File: config.mk
export PLATFORM = sky130hd
export DESIGN_NAME = regfile_sb
export DESIGN_NICKNAME = d
export VERILOG_FILES = /design/src/rtl/regfile_sb_pkg.sv /design/src/rtl/regfile_scoreboard.sv /design/src/rtl/regfile_sb.sv
export SDC_FILE = /design/constraint.sdc
export NUM_CORES = 1
export LEC_CHECK = 0
export CORE_UTILIZATION = 55
export DETAILED_ROUTE_END_ITERATION = 8
export PLACE_DENSITY = 0.84
export SLEW_MARGIN = 20
export SYNTH_ARGS = -nofsm -noshare
export SYNTH_HDL_FRONTEND = slang
export SYNTH_HIERARCHICAL = 1
export SYNTH_SLANG_ARGS = --single-unit
File: constraint.sdc
create_clock -name clk -period 4.5 [get_ports clk]
set_input_delay 1.125 -clock clk [delete_from_list [all_inputs] [get_ports clk]]
set_output_delay 1.125 -clock clk [all_outputs]
set_load 0.01 [all_outputs]
File: src/rtl/regfile_sb_pkg.sv
// ============================================================================
// Module  : regfile_sb_pkg
// Brief   : Shared defaults, register index constants and scoreboard op type
//           for the attopu register file.
// Revision: 1.0 - initial release
// ============================================================================
`default_nettype none

package regfile_sb_pkg;

  localparam int DEF_WIDTH = 16;
  localparam int DEF_DEPTH = 4;
  localparam int DEF_NRD   = 2;

  localparam logic [1:0] R0 = 2'd0;
  localparam logic [1:0] R1 = 2'd1;
  localparam logic [1:0] R2 = 2'd2;
  localparam logic [1:0] R3 = 2'd3;

  typedef enum logic [1:0] {
    SB_HOLD = 2'd0,
    SB_SET  = 2'd1,
    SB_CLR  = 2'd2
  } sb_op_e;

endpackage

`default_nettype wire

File: src/rtl/regfile_scoreboard.sv
// ============================================================================
// Module  : regfile_scoreboard
// Brief   : Per-register busy bits (reserve beats writeback) and the sticky
//           write-to-unreserved-register flag.
// Revision: 1.0 - initial release
// ============================================================================
`default_nettype none

module regfile_scoreboard
  import regfile_sb_pkg::*;
#(
  parameter  int DEPTH    = DEF_DEPTH,
  parameter  int ZERO_REG = 0,
  localparam int AW       = $clog2(DEPTH)
) (
  input  logic          clk,
  input  logic          rst_n,
  input  logic          wr_en,
  input  logic [AW-1:0] wr_sel,
  input  logic          rsv_en,
  input  logic [AW-1:0] rsv_sel,
  output logic [DEPTH-1:0] busy_vec,
  output logic          wr_unrsv
);

  logic [DEPTH-1:0] r_busy;
  logic [DEPTH-1:0] w_busy_nxt;
  logic             r_unrsv;
  logic             w_wr_zero;
  logic             w_unrsv_hit;

  genvar i;
  generate
    for (i = 0; i < DEPTH; i++) begin : g_bit
      if ((ZERO_REG != 0) && (i == 0)) begin : g_zero
        assign w_busy_nxt[i] = 1'b0;
      end else begin : g_live
        sb_op_e w_op;
        // A new producer outranks a writeback from an older one.
        always_comb begin
          w_op = SB_HOLD;
          if (rsv_en && (rsv_sel == AW'(i)))
            w_op = SB_SET;
          else if (wr_en && (wr_sel == AW'(i)))
            w_op = SB_CLR;
        end
        assign w_busy_nxt[i] = (w_op == SB_SET) || ((w_op == SB_HOLD) && r_busy[i]);
      end
    end
  endgenerate

  assign w_wr_zero   = (ZERO_REG != 0) && (wr_sel == '0);
  assign w_unrsv_hit = wr_en && !r_busy[wr_sel] && !w_wr_zero;

  always_ff @(posedge clk or negedge rst_n) begin
    if (!rst_n) begin
      r_busy  <= '0;
      r_unrsv <= 1'b0;
    end else begin
      r_busy  <= w_busy_nxt;
      r_unrsv <= r_unrsv || w_unrsv_hit;
    end
  end

  assign busy_vec = r_busy;
  assign wr_unrsv = r_unrsv;

endmodule

`default_nettype wire

File: src/rtl/regfile_sb.sv
// ============================================================================
// Module  : regfile_sb
// Brief   : Multi-port register file with busy scoreboard for RAW stalls.
//           Optional macro REGFILE_BYPASS_EN forwards writeback data to reads.
// Revision: 1.0 - initial release
// ============================================================================
`default_nettype none

module regfile_sb
  import regfile_sb_pkg::*;
#(
  parameter  int WIDTH    = DEF_WIDTH,
  parameter  int DEPTH    = DEF_DEPTH,
  parameter  int NRD      = DEF_NRD,
  parameter  int ZERO_REG = 0,
  localparam int AW       = $clog2(DEPTH)
) (
  input  logic                 clk,
  input  logic                 rst_n,
  input  logic                 wr_en,
  input  logic [AW-1:0]        wr_sel,
  input  logic [WIDTH-1:0]     wr_data,
  input  logic                 rsv_en,
  input  logic [AW-1:0]        rsv_sel,
  input  logic [NRD*AW-1:0]    rd_sel,
  output logic [NRD*WIDTH-1:0] rd_data,
  output logic [NRD-1:0]       rd_busy,
  output logic [DEPTH-1:0]     busy_vec,
  output logic                 wr_unrsv
);

  logic [WIDTH-1:0] r_regs [DEPTH];
  logic             w_wr_zero;

  assign w_wr_zero = (ZERO_REG != 0) && (wr_sel == '0);

  always_ff @(posedge clk or negedge rst_n) begin
    if (!rst_n) begin
      for (int i = 0; i < DEPTH; i++)
        r_regs[i] <= '0;
    end else if (wr_en && !w_wr_zero) begin
      r_regs[wr_sel] <= wr_data;
    end
  end

  regfile_scoreboard #(
    .DEPTH    (DEPTH),
    .ZERO_REG (ZERO_REG)
  ) u_sb (
    .clk      (clk),
    .rst_n    (rst_n),
    .wr_en    (wr_en),
    .wr_sel   (wr_sel),
    .rsv_en   (rsv_en),
    .rsv_sel  (rsv_sel),
    .busy_vec (busy_vec),
    .wr_unrsv (wr_unrsv)
  );

  genvar k;
  generate
    for (k = 0; k < NRD; k++) begin : g_rd
      logic [AW-1:0]    w_sel;
      logic             w_zero;
      logic [WIDTH-1:0] w_data;
      logic             w_busy;

      assign w_sel  = rd_sel[k*AW +: AW];
      assign w_zero = (ZERO_REG != 0) && (w_sel == '0);

      always_comb begin
        w_data = w_zero ? '0 : r_regs[w_sel];
        w_busy = busy_vec[w_sel];
`ifdef REGFILE_BYPASS_EN
        // Forwarded value is only stale if the same edge re-reserves it.
        if (wr_en && (w_sel == wr_sel) && !w_zero) begin
          w_data = wr_data;
          w_busy = rsv_en && (rsv_sel == wr_sel);
        end
`endif
      end

      assign rd_data[k*WIDTH +: WIDTH] = w_data;
      assign rd_busy[k]                = w_busy;
    end
  endgenerate

endmodule

`default_nettype wire

=== Word level (Yosys, flattened, before mapping) ===
Index checks and enable logic that the tools add are counted.

* $lt $le $gt $ge: 7
* Equal/unequal tests: 10
* Muxes and demuxes: 23
* Bitwise operators: 3
* Reduce and logical (&&, ||, !) cells: 26

{| class="wikitable"
|+ Operators with widths
! kind !! count
|-
| 16-bit 2-to-1 mux || 5
|-
| 16-bit binary-select mux with 2-bit select || 2
|-
| 64-bit bitwise mux || 1
|-
| 16-bit demux with 2-bit select || 1
|-
| 2-bit 2-to-1 mux || 8
|-
| 1-bit logical AND || 14
|-
| 2-bit by 1-bit equality test with 1-bit output, second input constant || 6
|-
| 2-bit zero test || 6
|-
| 3-bit >= comparator, second input constant || 3
|-
| 2-bit by 3-bit < comparator with 1-bit output, second input constant || 3
|-
| 2-bit inverter with 3-bit output || 3
|-
| 2-bit equality test, second input constant || 4
|-
| 1-bit binary-select mux with 2-bit select || 3
|-
| 1-bit logical OR || 5
|-
| 3-bit by 1-bit < comparator with 1-bit output, second input constant || 1
|-
| 1-bit 2-to-1 mux || 3
|-
| 1-bit zero test || 1
|}

* Flip-flop bits (word level): 69
* Input port bits: 28
* Output and inout bits: 39
* Logic and storage cells: 75

=== Logic depth before layout (Yosys ltp) ===
* Word-level depth: 7
* Gate-level depth with buffers: 3
* Gate-level depth less buffers: 2

=== By module ===
Netlist, hierarchy kept.

{| class="wikitable"
|+ Modules (own cells, without submodules)
! module !! times used !! cells each !! area each (um^2) !! sequential area each (um^2)
|-
| regfile_sb || 1 || 180 || 3234.4 || 1601.5
|-
| regfile_scoreboard || 1 || 21 || 245.2 || 125.1
|}

=== Least setup slack after synthesis ===
OpenSTA, ideal clock, no wires.

* Path kind: input port to output port
* Start point: input rd_sel[0]
* End point: output rd_data[10]
* Arrival time: 2.143 ns
* Required time: 3.375 ns
* Path slack: 1.232 ns
* Cell stages on the path: 3
* Cells stage by stage: buf_2 buf_4 mux4_2

* Word-level cells in the longest chain between the ends: 4

{| class="wikitable"
|+ RTL lines
! element !! RTL line !! RTL
|-
| start: declaration || regfile_sb.sv:25 || <nowiki>input logic [NRD*AW-1:0] rd_sel,</nowiki>
|-
| 2-bit inverter with 3-bit output (implied by the code) || regfile_sb.sv:72 || <nowiki>w_data = w_zero ? '0 : r_regs[w_sel];</nowiki>
|-
| 16-bit binary-select mux with 2-bit select || regfile_sb.sv:72 ||
|-
| 16-bit 2-to-1 mux (implied by the code) (2 in series) || regfile_sb.sv:72 ||
|-
| end: declaration || regfile_sb.sv:26 || <nowiki>output logic [NRD*WIDTH-1:0] rd_data,</nowiki>
|}

No other way between the ends. The select of a mux whose other input is x is not followed.

=== Worst setup path in the final report ===
* Start point: input rd_sel[2]
* End point: output rd_data[19]

Same word-level chain as after synthesis.

==> impl_results.rst <==
.. list-table::
   :header-rows: 1

   * - Metric
     - Value
   * - Post-Syn Instances
     - 201
   * - Warning count from the yosys run
     - 6
   * - Pin slew with the least headroom to its limit
     - 0.8876 ns
   * - Die extent in x
     - 81.54 um
   * - FF+latch count, synth
     - 69
   * - Maximum achievable frequency
     - 249.9 MHz
   * - Setup-failing EPs final
     - 0
   * - Count of port buffers added during placement
     - 66
   * - Crit path capture type
     - output pin
   * - Final-stage net count
     - 297
   * - Clock latency on the worst-skew pair
     - 0.35 ns
   * - Via count of the routed design
     - 2131
   * - # rows
     - 28
   * - Design area
     - 4397 um2
   * - Post-route minimum period
     - 4.001 ns
   * - CTS tree
     - yes
   * - Net switching power
     - between 400 and 500 uW
   * - Share of synthesized cell area in and, or, nand and nor gates
     - 2.769%
   * - Area overhead of the layout relative to synthesis
     - 26.36%
   * - Required time at the endpoint of the critical path
     - 3.38 ns
   * - Clock share of power
     - 27.1%
   * - Total power per unit cell area
     - 421.6 nW/um2
   * - Top fanout value on the critical path
     - 17
   * - Path class of the lowest-slack min-delay path
     - reg2reg
   * - Crit share post-route
     - 88.91%
   * - First-pass GRT wire length
     - 11280 um
   * - Residual DRC
     - 0
   * - Critical Path Source Type
     - input port
   * - Avg Cell Area, Syn
     - 17.31 um2
   * - Drt via density
     - roughly 6.1
   * - Area post-placement
     - around 4200 um2
   * - Depth of the worst register-to-register path
     - 2
   * - Total routed wirelength
     - 7105 um
   * - Final Max Tran Viols
     - 0
   * - Antenna diode instance count
     - 0
   * - DRT iter0 DRCs
     - 89
   * - Grt total ovfl
     - 0
   * - DP HPWL
     - ~4700 um
   * - Number of unique standard cell types used by synthesis
     - 22
   * - Multiplexer share of the synthesized area
     - between 40 and 50%
   * - Chip height
     - 81.54 um
   * - Final total negative setup slack
     - 0 ns
   * - Number of synthesized flops with an enable pin
     - 0
   * - Number of H-tree branching levels
     - 3
   * - Number of antenna violations at the first check in global routing
     - 0
   * - Critical Path AT
     - 2.88 ns
   * - Global-route usage over all layers
     - 24.13%
   * - Layout filler cell count
     - 403
   * - Post-cts gate resize count
     - 0
   * - Buffer type at the clock tree root
     - clkbuf_8
   * - Core region area
     - 6026 um2
   * - Post-Synth Adder-Cell Area
     - 0%
   * - Maximum number of buffers from clock root to sink
     - 2
   * - Most frequent standard cell in the layout excluding fill and tap cells
     - dfrtp_1
   * - Relative contribution of combinational cells to total power
     - 28.5%
   * - Final RePlAce weighted congestion
     - 0.7698
   * - Die Outline Area
     - 6649 um2
   * - Ports
     - between 60 and 70
   * - Share of post-route cells with drive strength above 1
     - 45.26%
   * - Pint
     - between 1 and 1.5 mW
   * - Seq/Total Area, Yosys
     - around half
   * - Count of hold buffers inserted by post-cts repair
     - 0
   * - Total CTS buffers
     - 9
   * - Synthesized area
     - 3480 um2
   * - CTS clock-pin slew for the worst setup and hold paths
     - around 0.070 ns
   * - Post-DR wirelength/cell
     - 20.36 um
   * - Initial Util
     - 57.75%
   * - Sw Share
     - 26.70%
   * - Combinational family with the most area after synthesis
     - multiplexers
   * - Complex-gate fraction of the synthesized area
     - 1.366%
   * - Predominant post-synthesis flop cell
     - dfrtp_1
   * - Max-cap violations
     - 0
   * - Number of endpoints with negative hold slack in the final report
     - 0
   * - Leakage component of the power
     - 1.764 nW
   * - Hold path cells
     - 1
   * - Sink Count
     - 69
   * - Vias in the first global route
     - 2168
   * - Setup skew after layout
     - around 0.00033 ns
   * - Largest net degree at the start of global routing
     - 42
   * - Total setup buffers inserted after CTS
     - 0
   * - Largest vdd supply drop
     - 0.3258 mV
   * - RSZ-0062 raised after global routing
     - no
   * - Outcome
     - completed
   * - Path type of the worst setup path
     - in2out
   * - DR pass1 iterations
     - 5
   * - Commonest non-fill, non-tap cells in the layout
     - dfrtp_1 (69), clkdlybuf4s50_1 (65), mux2_2 (64)
   * - Number of nets in the synthesized netlist
     - 229
   * - ANT nets after route
     - 0
   * - Post-synthesis async set-or-reset flop share
     - 100.0%
   * - Relative contribution of sequential cells to total power
     - around 44%
   * - Slew headroom
     - about two fifths
   * - XOR/XNOR Fraction of Synth Area
     - 0%
-- worst max-delay path, stage by stage --
cell             delay [ns]
clkdlybuf4s50_1        0.51
buf_12                 0.20
mux4_2                 0.53
clkdlybuf4s50_1        0.49
-- registers in the layout, summed over array words and instances (netlist names) --
name / flops
r_regs: 64
u_sb/busy_vec: 4
u_sb/wr_unrsv: 1
-- power groups by stage --
| stage | Sequential, mW | Clock (mW) | Combinational (mW) |
|---|---|---|---|
| final | 0.823 | 0.502 | 0.528 |
| after global routing | 0.837 | 0.537 | 0.566 |
| after CTS | 0.820 | 0.512 | 0.536 |
| after detailed placement | 0.832 | 0 | 0.534 |
| after global placement | 0.820 | 0 | 0.523 |
| after floorplan | 0.803 | 0 | 0.305 |
-- cell type report --
cell class              instances  area (um2)  share of cell area, %
inverters                       2       7.507                 0.1707
well taps                      75       93.84                  2.134
clock buffers                  10       137.6                  3.130
repair buffers                 71       718.2                  16.33
flip-flops and latches         69        1727                  39.27
multi-input cells             116        1650                  37.54
clock inverters                 6       62.56                  1.423
-- cells in the mapped netlist (2+ instances only) --
library cell	count	area (um2)
buf_4	5	37.54
dfrtp_1	69	1727
o2bb2ai_1	2	17.52
inv_1	2	7.510
mux2_2	64	720.7
nand3b_1	2	15.01
mux4_2	34	765.7
mux2i_1	2	20.02
buf_2	5	25.02
nand3b_2	2	22.52
clkbuf_1	2	7.510
a32o_1	2	20.02
-- cells by family (layout without fill, tap and decap cells) --
| kind of cell | count (synthesis) | count (layout) |
|---|---|---|
| and+or+nand+nor | 11 | 11 |
| DFF | 69 | 69 |
| muxes | 100 | 100 |
| AOI/OAI and AO/OA | 5 | 5 |
| buffers and inverters | 16 | 89 |
-- final timing paths --
path,from,endpoint,slack [ns]
max,rd_sel[2],rd_data[19],0.50
min,u_sb/wr_unrsv$_DFF_PN0_,u_sb/wr_unrsv$_DFF_PN0_,0.51
max reg2reg,u_sb/busy_vec[3]$_DFF_PN0_,u_sb/wr_unrsv$_DFF_PN0_,3.47
min reg2reg,u_sb/wr_unrsv$_DFF_PN0_,u_sb/wr_unrsv$_DFF_PN0_,0.51
max in group asynchronous,rst_n,r_regs[5]$_DFFE_PN0P_,2.69
min in group asynchronous,rst_n,r_regs[2]$_DFFE_PN0P_,0.89
-- through the flow --
stage                     worst slack, ns  hold WS [ns]  instances  util, %  total power, mW
after floorplan                     1.232        0.4910        201        -            1.108
after global placement             0.5040        0.4794        333    69.64            1.343
after detailed placement           0.4868        0.4886        333    69.64            1.366
after CTS                          0.4818        0.5054        349    72.97            1.869
after global routing               0.4480        0.5227        349    72.97            1.940
final                              0.4989        0.5123        349    72.97            1.854
-- metal layers --
layer	vias to the layer above	share of wire [%]	track usage, %
met4	0	0.89	6.071
li1	931	-	-
met1	1151	42	31.37
met2	45	53	40.17
met5	-	0	0
met3	4	3.4	6.667
No activity file was read; power rests on OpenSTA's default activity.
